## config.mk

```make
export PLATFORM = sky130hd
export DESIGN_NAME = sfx_sequencer
export DESIGN_NICKNAME = d
export VERILOG_FILES = /design/src/rtl/sfx_sequencer.sv
export SDC_FILE = /design/constraint.sdc
export NUM_CORES = 1
export LEC_CHECK = 0
export BUFFER_PORTS_ARGS = -buffer_cell sky130_fd_sc_hd__buf_2
export CAP_MARGIN = 30
export CELL_PAD_IN_SITES_DETAIL_PLACEMENT = 0
export CELL_PAD_IN_SITES_GLOBAL_PLACEMENT = 1
export CORE_MARGIN = 1.5
export CORE_UTILIZATION = 30
export DETAILED_ROUTE_END_ITERATION = 10
export GPL_ROUTABILITY_DRIVEN = 1
export HOLD_SLACK_MARGIN = 0.1
export PLACE_DENSITY = 0.66
export SETUP_SLACK_MARGIN = 0.1
export SYNTH_ARGS = -nofsm -noshare
export SYNTH_HDL_FRONTEND = slang
export SYNTH_SLANG_ARGS = --single-unit
```

## constraint.sdc

```tcl
create_clock -name CLOCK_50 -period 5.05 [get_ports CLOCK_50]
set_input_delay 0.7575 -clock CLOCK_50 [delete_from_list [all_inputs] [get_ports CLOCK_50]]
set_output_delay 0.7575 -clock CLOCK_50 [all_outputs]
set_load 0.01 [all_outputs]
```

## src/rtl/sfx_sequencer.sv

```systemverilog
// Game-event square-wave sound sequencer feeding the audio mixer.
// Optional per-note amplitude decay is enabled by defining SFX_DECAY_EN.
module sfx_sequencer #(
    parameter int TICK_DIV  = 50000,
    parameter int AMPLITUDE = 10000000,
    parameter int GAP_TICKS = 10
) (
    input  logic        CLOCK_50,
    input  logic        reset,
    input  logic        jumping,
    input  logic        kill,
    input  logic        mute,
    input  logic        sample_req,
    output logic [31:0] sample,
    output logic        busy,
    output logic [1:0]  active_sfx
);

    localparam logic [1:0] ST_IDLE = 2'd0;
    localparam logic [1:0] ST_LOAD = 2'd1;
    localparam logic [1:0] ST_PLAY = 2'd2;
    localparam logic [1:0] ST_GAP  = 2'd3;

    localparam logic [1:0] SFX_NONE = 2'b00;
    localparam logic [1:0] SFX_JUMP = 2'b01;
    localparam logic [1:0] SFX_KILL = 2'b10;

    localparam int PW = (TICK_DIV > 1) ? $clog2(TICK_DIV) : 1;
    localparam logic [PW-1:0]      PRESC_LAST = PW'(TICK_DIV - 1);
    localparam logic [9:0]         GAP_LAST   = 10'(GAP_TICKS - 1);
    localparam logic signed [31:0] AMP_FULL   = 32'(AMPLITUDE);

    logic [1:0]    state_q, state_d;
    logic [1:0]    sfx_q, sfx_d;
    logic [1:0]    idx_q, idx_d;
    logic [18:0]   half_q, half_d;
    logic [9:0]    dur_q, dur_d;
    logic [18:0]   tone_q, tone_d;
    logic          sq_q, sq_d;
    logic [PW-1:0] presc_q, presc_d;
    logic [9:0]    cnt_q, cnt_d;
    logic          jump_q, kill_q;
    logic [31:0]   sample_q;

    logic jump_edge, kill_edge, tick;
    logic signed [31:0] amp;
    logic [31:0]   level;

    function automatic logic [28:0] note_rom(input logic [1:0] sfx, input logic [1:0] idx);
        case ({sfx, idx})
            4'b01_00: note_rom = {19'd19113, 10'd60};
            4'b01_01: note_rom = {19'd14317, 10'd60};
            4'b10_00: note_rom = {19'd6327,  10'd80};
            4'b10_01: note_rom = {19'd9479,  10'd80};
            4'b10_10: note_rom = {19'd12655, 10'd160};
            default:  note_rom = 29'd0;
        endcase
    endfunction

    function automatic logic is_last_note(input logic [1:0] sfx, input logic [1:0] idx);
        is_last_note = (sfx == SFX_KILL) ? (idx == 2'd2) : (idx == 2'd1);
    endfunction

    assign jump_edge = jumping & ~jump_q;
    assign kill_edge = kill & ~kill_q;
    assign tick      = (presc_q == PRESC_LAST);

    always_comb begin
        // NOTE: every next-state signal gets its hold value first so no path infers a latch.
        state_d = state_q;
        sfx_d   = sfx_q;
        idx_d   = idx_q;
        half_d  = half_q;
        dur_d   = dur_q;
        tone_d  = tone_q;
        sq_d    = sq_q;
        presc_d = presc_q;
        cnt_d   = cnt_q;

        case (state_q)
            ST_IDLE: begin
                if (kill_edge) begin
                    state_d = ST_LOAD;
                    sfx_d   = SFX_KILL;
                    idx_d   = 2'd0;
                end else if (jump_edge) begin
                    state_d = ST_LOAD;
                    sfx_d   = SFX_JUMP;
                    idx_d   = 2'd0;
                end
            end
            ST_LOAD: begin
                {half_d, dur_d} = note_rom(sfx_q, idx_q);
                tone_d  = 19'd0;
                sq_d    = 1'b1;
                presc_d = '0;
                cnt_d   = 10'd0;
                state_d = ST_PLAY;
            end
            ST_PLAY: begin
                if (tone_q == half_q) begin
                    tone_d = 19'd0;
                    sq_d   = ~sq_q;
                end else begin
                    tone_d = tone_q + 19'd1;
                end
                presc_d = tick ? '0 : presc_q + PW'(1);
                if (tick) begin
                    if (cnt_q == dur_q - 10'd1) begin
                        cnt_d = 10'd0;
                        if (is_last_note(sfx_q, idx_q)) begin
                            state_d = ST_IDLE;
                            sfx_d   = SFX_NONE;
                            idx_d   = 2'd0;
                        end else begin
                            state_d = ST_GAP;
                        end
                    end else begin
                        cnt_d = cnt_q + 10'd1;
                    end
                end
            end
            ST_GAP: begin
                presc_d = tick ? '0 : presc_q + PW'(1);
                if (tick) begin
                    if (cnt_q == GAP_LAST) begin
                        cnt_d   = 10'd0;
                        idx_d   = idx_q + 2'd1;
                        state_d = ST_LOAD;
                    end else begin
                        cnt_d = cnt_q + 10'd1;
                    end
                end
            end
            default: state_d = ST_IDLE;
        endcase

        // A kill edge outranks anything in flight, including a kill already playing.
        if (kill_edge && state_q != ST_IDLE) begin
            state_d = ST_LOAD;
            sfx_d   = SFX_KILL;
            idx_d   = 2'd0;
        end
    end

`ifdef SFX_DECAY_EN
    assign amp = AMP_FULL >>> idx_q;
`else
    assign amp = AMP_FULL;
`endif

    always_comb begin
        level = 32'd0;
        if (state_q == ST_PLAY && !mute) begin
            level = sq_q ? amp : -amp;
        end
    end

    // NOTE: sequential state uses non-blocking assignments so all registers update together.
    always_ff @(posedge CLOCK_50 or posedge reset) begin
        if (reset) begin
            state_q  <= ST_IDLE;
            sfx_q    <= SFX_NONE;
            idx_q    <= 2'd0;
            half_q   <= 19'd0;
            dur_q    <= 10'd0;
            tone_q   <= 19'd0;
            sq_q     <= 1'b0;
            presc_q  <= '0;
            cnt_q    <= 10'd0;
            jump_q   <= 1'b0;
            kill_q   <= 1'b0;
            sample_q <= 32'd0;
        end else begin
            state_q <= state_d;
            sfx_q   <= sfx_d;
            idx_q   <= idx_d;
            half_q  <= half_d;
            dur_q   <= dur_d;
            tone_q  <= tone_d;
            sq_q    <= sq_d;
            presc_q <= presc_d;
            cnt_q   <= cnt_d;
            jump_q  <= jumping;
            kill_q  <= kill;
            if (sample_req) begin
                sample_q <= level;
            end
        end
    end

    assign sample     = sample_q;
    assign busy       = (state_q != ST_IDLE);
    assign active_sfx = sfx_q;

endmodule

```

==> summary by stage, run 1 <==
Worst setup path
The largest single stage delay on the critical path is 540 ps. The startpoint type of the worst setup path is a register. The critical path goes through inv_1 > ha_1 > xnor2_1 > or4_4 > o41ai_2 > and3_1 > and4_1 > o21ai_1. The path type of the worst setup path is register to register. The slowest stage of the critical path is the sky130_fd_sc_hd__or4_4 cell. Counting cells, the worst reg-to-reg path comes to 8. For the worst setup path, the data required time is 5270 ps.

For the worst setup path, the data arrival time is 3040 ps. In this run the worst path has a maximum fanout of 9. The capturing element type of the critical path is a register.

Yosys
The count of yosys warnings during synthesis is 0. Counting flops with a built-in enable in the synthesized netlist gives 0. Synthesis produced a netlist whose cell count is 498. The synthesized area per cell is 8.90 um2. Ranked by total cell area, the synthesized netlist is headed by sky130_fd_sc_hd__dfrtp_1, sky130_fd_sc_hd__buf_4, sky130_fd_sc_hd__o21ai_0. The sequential share of the synthesized area is 41.8%.

After synthesis, the share of flip-flops with an asynchronous set or reset is 100%. The share of synthesized area in the top cell type comes to 41.8%. The most used standard cell by instance count after synthesis is sky130_fd_sc_hd__dfrtp_1. Summing every instance area after synthesis gives 0.00443 mm2. Sorting the synthesized cells by how often they occur yields sky130_fd_sc_hd__dfrtp_1, sky130_fd_sc_hd__nand2_1, sky130_fd_sc_hd__o21ai_0, sky130_fd_sc_hd__nor2_1, sky130_fd_sc_hd__buf_4. The unique cell type count in the Yosys netlist is 55. The register bit total from synthesis is 74. The primary flip-flop cell chosen by synthesis mapping is sky130_fd_sc_hd__dfrtp_1. Of all cell types, the one taking the most synthesized area is sky130_fd_sc_hd__dfrtp_1.

Power
The largest voltage drop on the vdd net is 0.177 mV. Dividing total power by cell area gives a power density of 468 mW/mm2. For this design the static power due to leakage is 2.14 nW.

Die
The number of placed I/O pins is 41. The vertical extent of the die is 125 um. The total die area is 0.0155 mm2. The core box area is 0.0145 mm2.

The number of placement rows is 44. The initial cell density of the core is 30.6%. The die width is 125 um.

Place
The number of buffers inserted by port buffering is 33. At the placement stage, the worst setup path has a slack of 2260 ps. The HPWL after detailed placement is 7.20 mm.

The routability congestion estimate is 0.755. The placed instances occupy a cell area of 0.00462 mm2.

Timing
The share of the clock period used by the worst path after layout is 55.9%. Setup repair after global routing left no endpoint under its margin. The final count of pins violating max slew is 0. The number of hold violations in the final report is 0.

The slew of the pin with the lowest slew margin is 998 ps. The total negative slack for setup checks is 0 ps. The post-route worst setup slack is 2230 ps. For the finished layout, the period the worst path requires is 2820 ps.

Setup violations remaining at the end of the flow were counted as 0. The worst relative slew slack is 33.4%. The peak clock frequency supported by timing is 354 MHz. The post-route clock skew is 5.15 ps.

Clocking
Clock-pin slew was measured on the worst setup and hold paths at 60 ps. The latest clock arrival within the worst-skew pair is 340 ps. In this run the post-CTS setup repair buffer count came out at 0.

The number of clock buffers added by TritonCTS is 9. Gates resized during post-CTS repair numbered 0. The clock net in this run drives a total of 74 sinks. The buffer levels on the longest clock path is 2.

In this run the number of H-tree levels came out at 3. In this run, post-CTS hold repair placed 0 buffers. The TritonCTS clock tree is built. The tree is rooted in a sky130_fd_sc_hd__clkbuf_16.

Final layout
The number of antenna diodes is 0. At the end of the flow the core is filled with cells to 34.2%. In the final layout, the share of cells above drive strength 1 is 12.5%. Summing all non-filler instances in the final layout gives an area of 0.00495 mm2.

The area added between synthesis and finish is 11.7%. In the final design database the tool counted 528 nets.

Route
The number of vias per cell is 5.00. The routed layout has 3485 vias. The initial detailed-routing violation count is 161. The number of nets with antenna violations after detailed routing is 0. The average wire per cell in the routed design is 14.2 um.

The first detailed-routing pass ran for 4 iterations. The DRC violation count after routing is 0. The final layout contains routed wiring with a total length of 9.89 mm.

Min path
The path type of the worst min-delay path is input port to asynchronous set/reset pin.

GRT
The maximum number of pins on one net before global-route repair is 38. The overall track demand over capacity in global routing is 13.4%. The global-route wire length before repair is 16.8 mm. The number of antenna violations at the first check in global routing came to 0. After global routing the overflow that remains totals 0. The number of global-route vias before repair is 3357.

Flow run
The total of max-cap violations is 0.

Outcome
The flow ran to the end, and the final reports show no timing, DRC or antenna violations.
-- cell type report --
class,instances,area (um2)
multi-input cells,359,2230
clock buffers,11,253
repair buffers,37,208
clock inverters,4,75.1
well taps,184,230
flip-flops and latches,74,1850
inverters,28,105
fillers,1509,9530
-- worst max-delay path, delay by kind of cell (launching register included) --
| family | cells | cell delay (ps) |
|---|---|---|
| simple gates | 3 | 1200 |
| flops | 1 | 530 |
| compound gates | 2 | 420 |
| fa+ha+maj | 1 | 310 |
| xor+xnor | 1 | 130 |
| buf+inv | 1 | 100 |
-- metrics by stage --
step                power (W)  hold slack [ps]  cells
floorplan             0.00142              460    504
global placement      0.00162              484    680
detailed placement    0.00163              493    682
CTS                   0.00235              362    697
global route          0.00249              374    697
finish                0.00232              358    697
-- placed cells by master, fill, tap and decap left out, drive strengths merged, types with 5 or more instances in the layout --
cell type,Yosys,routed
nand2,49,49
or3,5,5
nand3,21,21
conb,1,7
clkbuf,11,11
o21ai,46,46
o22ai,5,5
nand4,11,11
dfrtp,74,74
xor2,11,11
ha,13,13
a31oi,5,5
a21oi,19,19
and3,12,12
buf,32,37
nor3,12,12
nor4,6,6
nor2b,5,5
nand2b,9,9
xnor2,22,22
nor2,39,39
mux2i,5,5
inv,28,28
-- routing by layer --
| layer | global-route usage (%) | vias to the layer above | wire [um] |
|---|---|---|---|
| li1 | - | 1739 | - |
| met1 | 16.9 | 1684 | 4620 |
| met2 | 21.8 | 49 | 4760 |
| met3 | 4.42 | 13 | 356 |
| met4 | 4.26 | 0 | 157 |
| met5 | 0 | - | 0 |
-- cells by family after synthesis --
| logic type | after synthesis | synth area share (%) |
|---|---|---|
| AND/OR/NAND/NOR | 197 | 23.3 |
| buffers and inverters | 71 | 8.64 |
| adder cells (fa/ha/maj) | 13 | 3.67 |
| XOR/XNOR | 34 | 7.06 |
| AO/OA/AOI/OAI | 101 | 13.8 |
| multiplexers | 7 | 1.64 |
| flip-flops | 74 | 41.8 |
| other | 1 | 0.0846 |
-- report_power, final --
group / total [W] / internal, W / switching [W]
Clock: 0.000700 / 0.000456 / 0.000244
Combinational: 0.000831 / 0.000304 / 0.000527
Sequential: 0.000785 / 0.000685 / 0.0000998
Total: 0.00232 / 0.00144 / 0.000871
-- worst paths after layout --
check | endpoint | slack (ps) | startpoint
setup / recovery | state_q[0] | 2230 | half_q[9]
hold / removal | tone_q[8] | 360 | reset
setup reg to reg | state_q[0] | 2230 | half_q[9]
hold reg to reg | presc_q[3] | 510 | presc_q[3]
max in group asynchronous | tone_q[4] | 3780 | reset
min in group CLOCK_50 | presc_q[3] | 510 | presc_q[3]
-- registers in the layout, indices dropped and copies added, names as in the netlist, 2 cells and up --
signal      cells
active_sfx      2
dur_q           3
tone_q         19
state_q         2
cnt_q          10
half_q         14
presc_q        16
sample          3
idx_q           2
Power figures use the tool's default switching activity.
==> run 2: changes to the inputs <==
PLACE_DENSITY = 0.69   (was 0.66)
clock period = 2.4 ns   (was 5.05 ns; I/O delays follow)
==> run 2 against run 1 <==
  * The run now ends with setup timing left
  * Design area rose by 5.2%
  * Maximum frequency rose by 17%
  * Non-clock buffer count rose by 24
  * Clock skew barely moved
  * Core utilization rose by 1.8 points
  * Via count rose by 1.2%
  * Global-route usage rose by 0.48 points
  * First-iteration DRC count rose by 20%
  * Flip-flop and latch count did not move
  * Final cell count rose by 3.6%
  * Critical endpoint unchanged
  * Largest power group unchanged
==> summary by stage, run 2 (synthesized netlist as in run 1, its figures left out) <==
Power
The static power due to leakage was 2.26 nW (was 2.14 nW). The post-layout total power came to 0.00504 W (was 0.00232 W). The power per unit of standard cell area is 968 mW/mm2 (was 468 mW/mm2). The largest voltage drop on the vdd net was 0.479 mV (was 0.177 mV).

Flow run
The total of max-cap violations is 0 (unchanged).

Worst setup path
The signal arrival time at the worst endpoint is 2630 ps (was 3040 ps). The start point of the critical path is half_q[9] (unchanged). The required arrival time at the worst endpoint was 2620 ps (was 5270 ps).

The capturing element type of the critical path is a register (unchanged). The path type of the worst setup path is register to register (unchanged). The startpoint of the most critical register-to-register path is half_q[9] (unchanged). The biggest fanout along the worst timing path is 5 (was 9). The startpoint type of the worst setup path was a register (unchanged).

Final layout
The total of fill cells in the finished design is 1483 (was 1509). Regs by FF count: tone_q: 19 flops, presc_q: 16 flops, half_q: 14 flops (unchanged). The total area of sequential cells came to 0.00185 mm2 (unchanged). The flip-flop count of the largest register, all copies and words added is 19 (unchanged). The register with the most flip-flops was tone_q (unchanged). The combined area of the multi-input logic cells is 0.00234 mm2 (was 0.00223 mm2).

The layout cell share with drive strength beyond 1 is 19.3% (was 12.5%). The final standard cell utilization of the core is 36.0% (was 34.2%). The total non-filler cell area in the finished layout was 0.00521 mm2 (was 0.00495 mm2). Most used cells in the layout excluding fill and tap cells: sky130_fd_sc_hd__dfrtp_1, sky130_fd_sc_hd__nand2_1, sky130_fd_sc_hd__o21ai_0 (unchanged). The final cell count without fillers is 722 (was 697).

The number of antenna diodes is 0 (unchanged). The most frequent standard cell in the layout excluding fill and tap cells is sky130_fd_sc_hd__dfrtp_1 (unchanged). The number of nets in the layout is 552 (was 528). The area added between synthesis and finish came to 17.5% (was 11.7%).

Place
The cell count after placement came to 705 (was 682). The routability congestion estimate is 0.800 (was 0.755). The instance area after placement is 0.00481 mm2 (was 0.00462 mm2).

The HPWL after detailed placement came to 7.26 mm (was 7.20 mm). The number of buffers inserted by port buffering is 33 (unchanged).

Die
The number of placed I/O pins is 41 (unchanged). The total die area was 0.0155 mm2 (unchanged). The die width is 125 um (unchanged). The number of placement rows was 44 (unchanged). The vertical extent of the die is 125 um (unchanged).

The initial cell density of the core is 30.6% (unchanged). The core box area is 0.0145 mm2 (unchanged).

GRT
The number of global-route vias before repair came to 3589 (was 3357). The number of antenna violations at the first check in global routing is 0 (unchanged). The global-route wire length before repair is 17.7 mm (was 16.8 mm). The total congestion overflow is 0 (unchanged). The overall track demand over capacity in global routing is 13.9% (was 13.4%).

The maximum number of pins on one net before global-route repair is 75 (was 38).

Clocking
The number of levels the H-tree was split into is 3 (unchanged). The root buffer selected by CTS is sky130_fd_sc_hd__clkbuf_16 (unchanged). The latest clock arrival within the worst-skew pair is 340 ps (about the same).

The clock transition at the register clock pins on the worst setup and hold paths after CTS is 60 ps (about the same). The number of clock buffers inserted by TritonCTS is 9 (unchanged). The number of buffers added to fix hold violations after cts was 0 (unchanged).

The buffer levels on the longest clock path is 2 (unchanged). The TritonCTS clock tree is built (unchanged). The number of clock sinks seen by CTS is 74 (unchanged).

Route
The total detailed-routing wirelength is 10.1 mm (was 9.89 mm). The detailed-routing iteration count for the pre-antenna-repair pass came to 5 (was 4). The number of nets with antenna violations after detailed routing was 0 (unchanged). The total via count after detailed routing is 3527 (was 3485). The average wire per cell in the routed design came to 14.0 um (was 14.2 um).

The initial detailed-routing violation count is 194 (was 161). The DRC violation count after routing is 0 (unchanged). The number of vias per cell was 4.89 (was 5.00).

Outcome
The final reports fail on setup timing. Run status: complete, but fails checks (was finished clean).

Timing
The number of hold violations in the final report is 0 (unchanged). The worst relative slew slack is 64.3% (was 33.4%). The total negative slack for setup checks is -8.66 ps (was 0 ps). RSZ-0062 raised after global routing: yes (was no). The final count of pins violating max slew was 0 (unchanged). The post-route clock skew was 5.38 ps (was 5.15 ps). The final-report setup violation count is 1 (was 0). The peak clock frequency supported by timing was 415 MHz (was 354 MHz). The share of the clock period used by the worst path after layout is 100% (was 55.9%). The post-route worst setup slack is -8.66 ps (was 2230 ps).

The slew of the pin with the lowest slew margin is 531 ps (was 998 ps). The final period demand of the worst path came to 2410 ps (was 2820 ps).

Min path
The path type of the worst min-delay path is input port to asynchronous set/reset pin (unchanged).
-- run 2: changes by cell type in the layout (fill, tap and decap cells not counted), moves of 3 or more --
cell / previous run / this run
sky130_fd_sc_hd__o21ai_0: 45 / 42
sky130_fd_sc_hd__buf_4: 3 / 25
sky130_fd_sc_hd__nor4_1: 6 / 3
sky130_fd_sc_hd__o21ai_1: 1 / 4
sky130_fd_sc_hd__a21oi_1: 19 / 16
sky130_fd_sc_hd__a21oi_2: 0 / 3
-- run 2: path summary, 6_finish.rpt --
| check | end | slack, ps | cells past startpoint |
|---|---|---|---|
| max in group asynchronous | presc_q[5] | 1970 | 3 |
| min in group CLOCK_50 | jump_q | 150 | 1 |
| min | tone_q[17] | 90 | 3 |
| max | state_q[0] | -9 | 9 |
| min reg2reg | presc_q[3] | 500 | 1 |
| max reg2reg | state_q[0] | -9 | 9 |
-- run 2: routing by layer --
| metal | up-vias | part of all wire (%) | track usage [%] |
|---|---|---|---|
| met5 | - | 0 | 0 |
| met4 | 0 | 2.3 | 6.69 |
| met3 | 17 | 1.9 | 2.45 |
| met2 | 28 | 48 | 22.6 |
| met1 | 1693 | 48 | 18.0 |
| li1 | 1789 | - | - |
-- run 2: timing repair --
action | in CTS | in global routing
endpoints found under the setup margin | 16 | 20
resized for setup | 6 | 18
pin swaps | 12 | 11
buffers inserted | 0 | 1
-- run 2: worst max-delay path, stage by stage, from the launching register on --
cell,delay (ps)
sky130_fd_sc_hd__dfrtp_1,400
sky130_fd_sc_hd__inv_4,70
sky130_fd_sc_hd__ha_4,120
sky130_fd_sc_hd__xor3_1,220
sky130_fd_sc_hd__or4_4,550
sky130_fd_sc_hd__o41ai_4,350
sky130_fd_sc_hd__and3_4,250
sky130_fd_sc_hd__buf_6,110
sky130_fd_sc_hd__and4_1,160
sky130_fd_sc_hd__o21ai_1,50
-- run 2: per-stage QoR --
stage                     setup slack (ps)  hold WS, ps
final                                -8.66         94.3
after global routing                 -98.0          145
after CTS                            -33.2          131
after detailed placement             -68.6          488
after global placement                19.5          480
after floorplan                       81.8          391
-- run 2: power by group --
| group | switching (W) | internal, W | total (W) | leakage (nW) |
|---|---|---|---|---|
| Sequential | 0.000173 | 0.00144 | 0.00161 | 0.988 |
| Combinational | 0.00127 | 0.000853 | 0.00213 | 1.13 |
| Clock | 0.000518 | 0.000782 | 0.00130 | 0.143 |
-- run 2: layout make-up --
class | count | area share [%]
clock buffers | 14 | 5.26
clock inverters | 2 | 0.192
inverters | 28 | 2.07
multi-input cells | 359 | 44.9
flip-flops and latches | 74 | 35.6
well taps | 184 | 4.42
repair buffers | 61 | 7.59
==> run 3: changes to the inputs <==
CELL_PAD_IN_SITES_DETAIL_PLACEMENT = 1   (was 0)
CELL_PAD_IN_SITES_GLOBAL_PLACEMENT = 2   (was 1)
PLACE_DENSITY = 0.8   (was 0.69)
==> run 3 against run 2 <==
  * The flow now finishes without violations
  * Sequential power about the same
  * Combinational power increased by 4%
  * Clock power about the same
  * Critical path depth unchanged
  * Register-to-register slack improved by 30 ps
  * Die area unchanged
  * Non-clock buffer count increased by 1
  * Sequential share of layout area about the same
  * Worst setup slack improved by 33 ps
  * Critical path type unchanged
==> summary by stage, run 3 (synthesized netlist as in run 1, its figures left out) <==
Outcome
Run status: finished clean (was complete, but fails checks).

Place
The number of buffers inserted by port buffering is 33 (unchanged). The cell count after placement is 704 (was 705). The HPWL after detailed placement came to 8.40 mm (was 7.26 mm). The routability congestion estimate is 0.824 (was 0.800). The instance area after placement was 0.00481 mm2 (about the same).

Timing
The worst relative slew slack is 67.3% (was 64.3%). The post-route clock skew is 7.31 ps (was 5.38 ps). The slew of the pin with the lowest slew margin came to 484 ps (was 531 ps). The share of the clock period used by the worst path after layout is 99.0% (was 100%). The final count of pins violating max slew was 0 (unchanged). The peak clock frequency supported by timing is 421 MHz (was 415 MHz).

RSZ-0062 raised after global routing: yes (unchanged). The number of hold violations in the final report is 0 (unchanged). The hold slack was 108 ps (was 94.3 ps). The final-report setup violation count is 0 (was 1).

The final period demand of the worst path is 2380 ps (was 2410 ps).

Die
The number of placed I/O pins is 41 (unchanged). The vertical extent of the die came to 125 um (unchanged). The number of placement rows came to 44 (unchanged). The initial cell density of the core is 30.6% (unchanged). The core box area was 0.0145 mm2 (unchanged).

The total die area is 0.0155 mm2 (unchanged). The die width is 125 um (unchanged).

Route
The number of nets with antenna violations after detailed routing came to 0 (unchanged). The total via count after detailed routing is 3687 (was 3527). The initial detailed-routing violation count is 166 (was 194). The number of vias per cell is 5.11 (was 4.89). The detailed-routing iteration count for the pre-antenna-repair pass is 4 (was 5). The DRC violation count after routing is 0 (unchanged). The total detailed-routing wirelength was 11.7 mm (was 10.1 mm).

The average wire per cell in the routed design is 16.2 um (was 14.0 um).

GRT
The number of global-route vias before repair is 3877 (was 3589). The total congestion overflow is 0 (unchanged). The global-route wire length before repair was 19.7 mm (was 17.7 mm). The number of antenna violations at the first check in global routing is 0 (unchanged). The overall track demand over capacity in global routing is 15.8% (was 13.9%).

The maximum number of pins on one net before global-route repair was 75 (unchanged).

Clocking
The buffer levels on the longest clock path is 2 (unchanged). The clock transition at the register clock pins on the worst setup and hold paths after CTS is 60 ps (about the same). The root buffer selected by CTS is sky130_fd_sc_hd__clkbuf_16 (unchanged). The latest clock arrival within the worst-skew pair was 340 ps (about the same). The number of clock buffers inserted by TritonCTS came to 9 (unchanged).

The number of levels the H-tree was split into is 3 (unchanged). The TritonCTS clock tree is built (unchanged). The number of clock sinks seen by CTS is 74 (unchanged).

Worst setup path
The required arrival time at the worst endpoint is 2630 ps (was 2620 ps). The startpoint type of the worst setup path is a register (unchanged). The signal arrival time at the worst endpoint was 2610 ps (was 2630 ps). The biggest fanout along the worst timing path is 5 (unchanged). The worst reg2reg path depth came to 9 (unchanged). The capturing element type of the critical path was a register (unchanged).

The path type of the worst setup path is register to register (unchanged).

Power
The largest voltage drop on the vdd net came to 0.418 mV (was 0.479 mV). The power per unit of standard cell area was 986 mW/mm2 (was 968 mW/mm2). The static power due to leakage is 2.25 nW (was 2.26 nW).

Final layout
The flip-flop count of the largest register, all copies and words added was 19 (unchanged). The register with the most flip-flops is tone_q (unchanged). The area added between synthesis and finish is 17.4% (was 17.5%). The final cell count without fillers is 722 (unchanged). The total non-filler cell area in the finished layout is 0.00520 mm2 (was 0.00521 mm2). The final standard cell utilization of the core is 35.9% (was 36.0%).

Most used cells in the layout excluding fill and tap cells: sky130_fd_sc_hd__dfrtp_1, sky130_fd_sc_hd__nand2_1, sky130_fd_sc_hd__o21ai_0 (unchanged). The number of nets in the layout is 553 (was 552). The most frequent standard cell in the layout excluding fill and tap cells is sky130_fd_sc_hd__dfrtp_1 (unchanged). The layout cell share with drive strength beyond 1 is 19.5% (was 19.3%). The number of antenna diodes was 0 (unchanged). Regs by FF count: tone_q: 19 flops, presc_q: 16 flops, half_q: 14 flops (unchanged).

Min path
The path type of the worst min-delay path is input port to asynchronous set/reset pin (unchanged).

Flow run
The total of max-cap violations is 0 (unchanged).
-- run 3: per-layer routing --
metal,routed length (um),GRT usage [%],vias to the layer above
met1,5280,19.8,1848
met2,5970,27.3,35
met4,205,6.42,0
met3,232,2.32,12
li1,-,-,1792
met5,0,0,-
-- run 3: layout make-up --
cell class              instances  area (um2)
fillers                      1696        9280
multi-input cells             359        2320
flip-flops and latches         74        1850
repair buffers                 62         415
clock buffers                  11         253
well taps                     184         230
inverters                      28         108
clock inverters                 4        27.5
-- run 3: stage by stage --
stage	power [W]	worst slack, ps	setup TNS (ps)
after floorplan	0.00304	81.8	0
after global placement	0.00366	-30.6	-85.2
after detailed placement	0.00375	-83.0	-349
after CTS	0.00512	-2.90	-2.90
after global routing	0.00548	-95.7	-663
final	0.00513	24.4	0
-- run 3: report_power, final --
part | switching (W) | internal [W]
clock network | 0.000543 | 0.000748
logic | 0.00134 | 0.000886
registers | 0.000173 | 0.00144
total | 0.00205 | 0.00307
-- run 3: timing repair --
item | 4_1_cts | 5_1_grt
hold endpoints to repair | 0 | 0
gates resized for setup | 12 | 11
pin swaps | 16 | 9
buffers inserted | 0 | 3
endpoints found under the setup margin | 16 | 29
hold buffers | 0 | 0
-- run 3: critical path, stage by stage (launching register included) --
cell	delay (ps)
sky130_fd_sc_hd__dfrtp_1	410
sky130_fd_sc_hd__inv_4	70
sky130_fd_sc_hd__ha_4	120
sky130_fd_sc_hd__xor3_1	210
sky130_fd_sc_hd__or4_4	540
sky130_fd_sc_hd__o41ai_4	330
sky130_fd_sc_hd__and3_4	280
sky130_fd_sc_hd__buf_4	120
sky130_fd_sc_hd__nor3_2	30
sky130_fd_sc_hd__a21o_1	140
-- run 3: path summary, 6_finish.rpt --
| kind | end | startpoint | slack (ps) |
|---|---|---|---|
| max reg2reg | cnt_q[0] | half_q[9] | 20 |
| min reg2reg | sample[7] | sample[7] | 530 |
| min in group CLOCK_50 | jump_q | jumping | 150 |
| min | tone_q[8] | reset | 110 |
| max in group asynchronous | presc_q[2] | reset | 1970 |
| max | cnt_q[0] | half_q[9] | 20 |
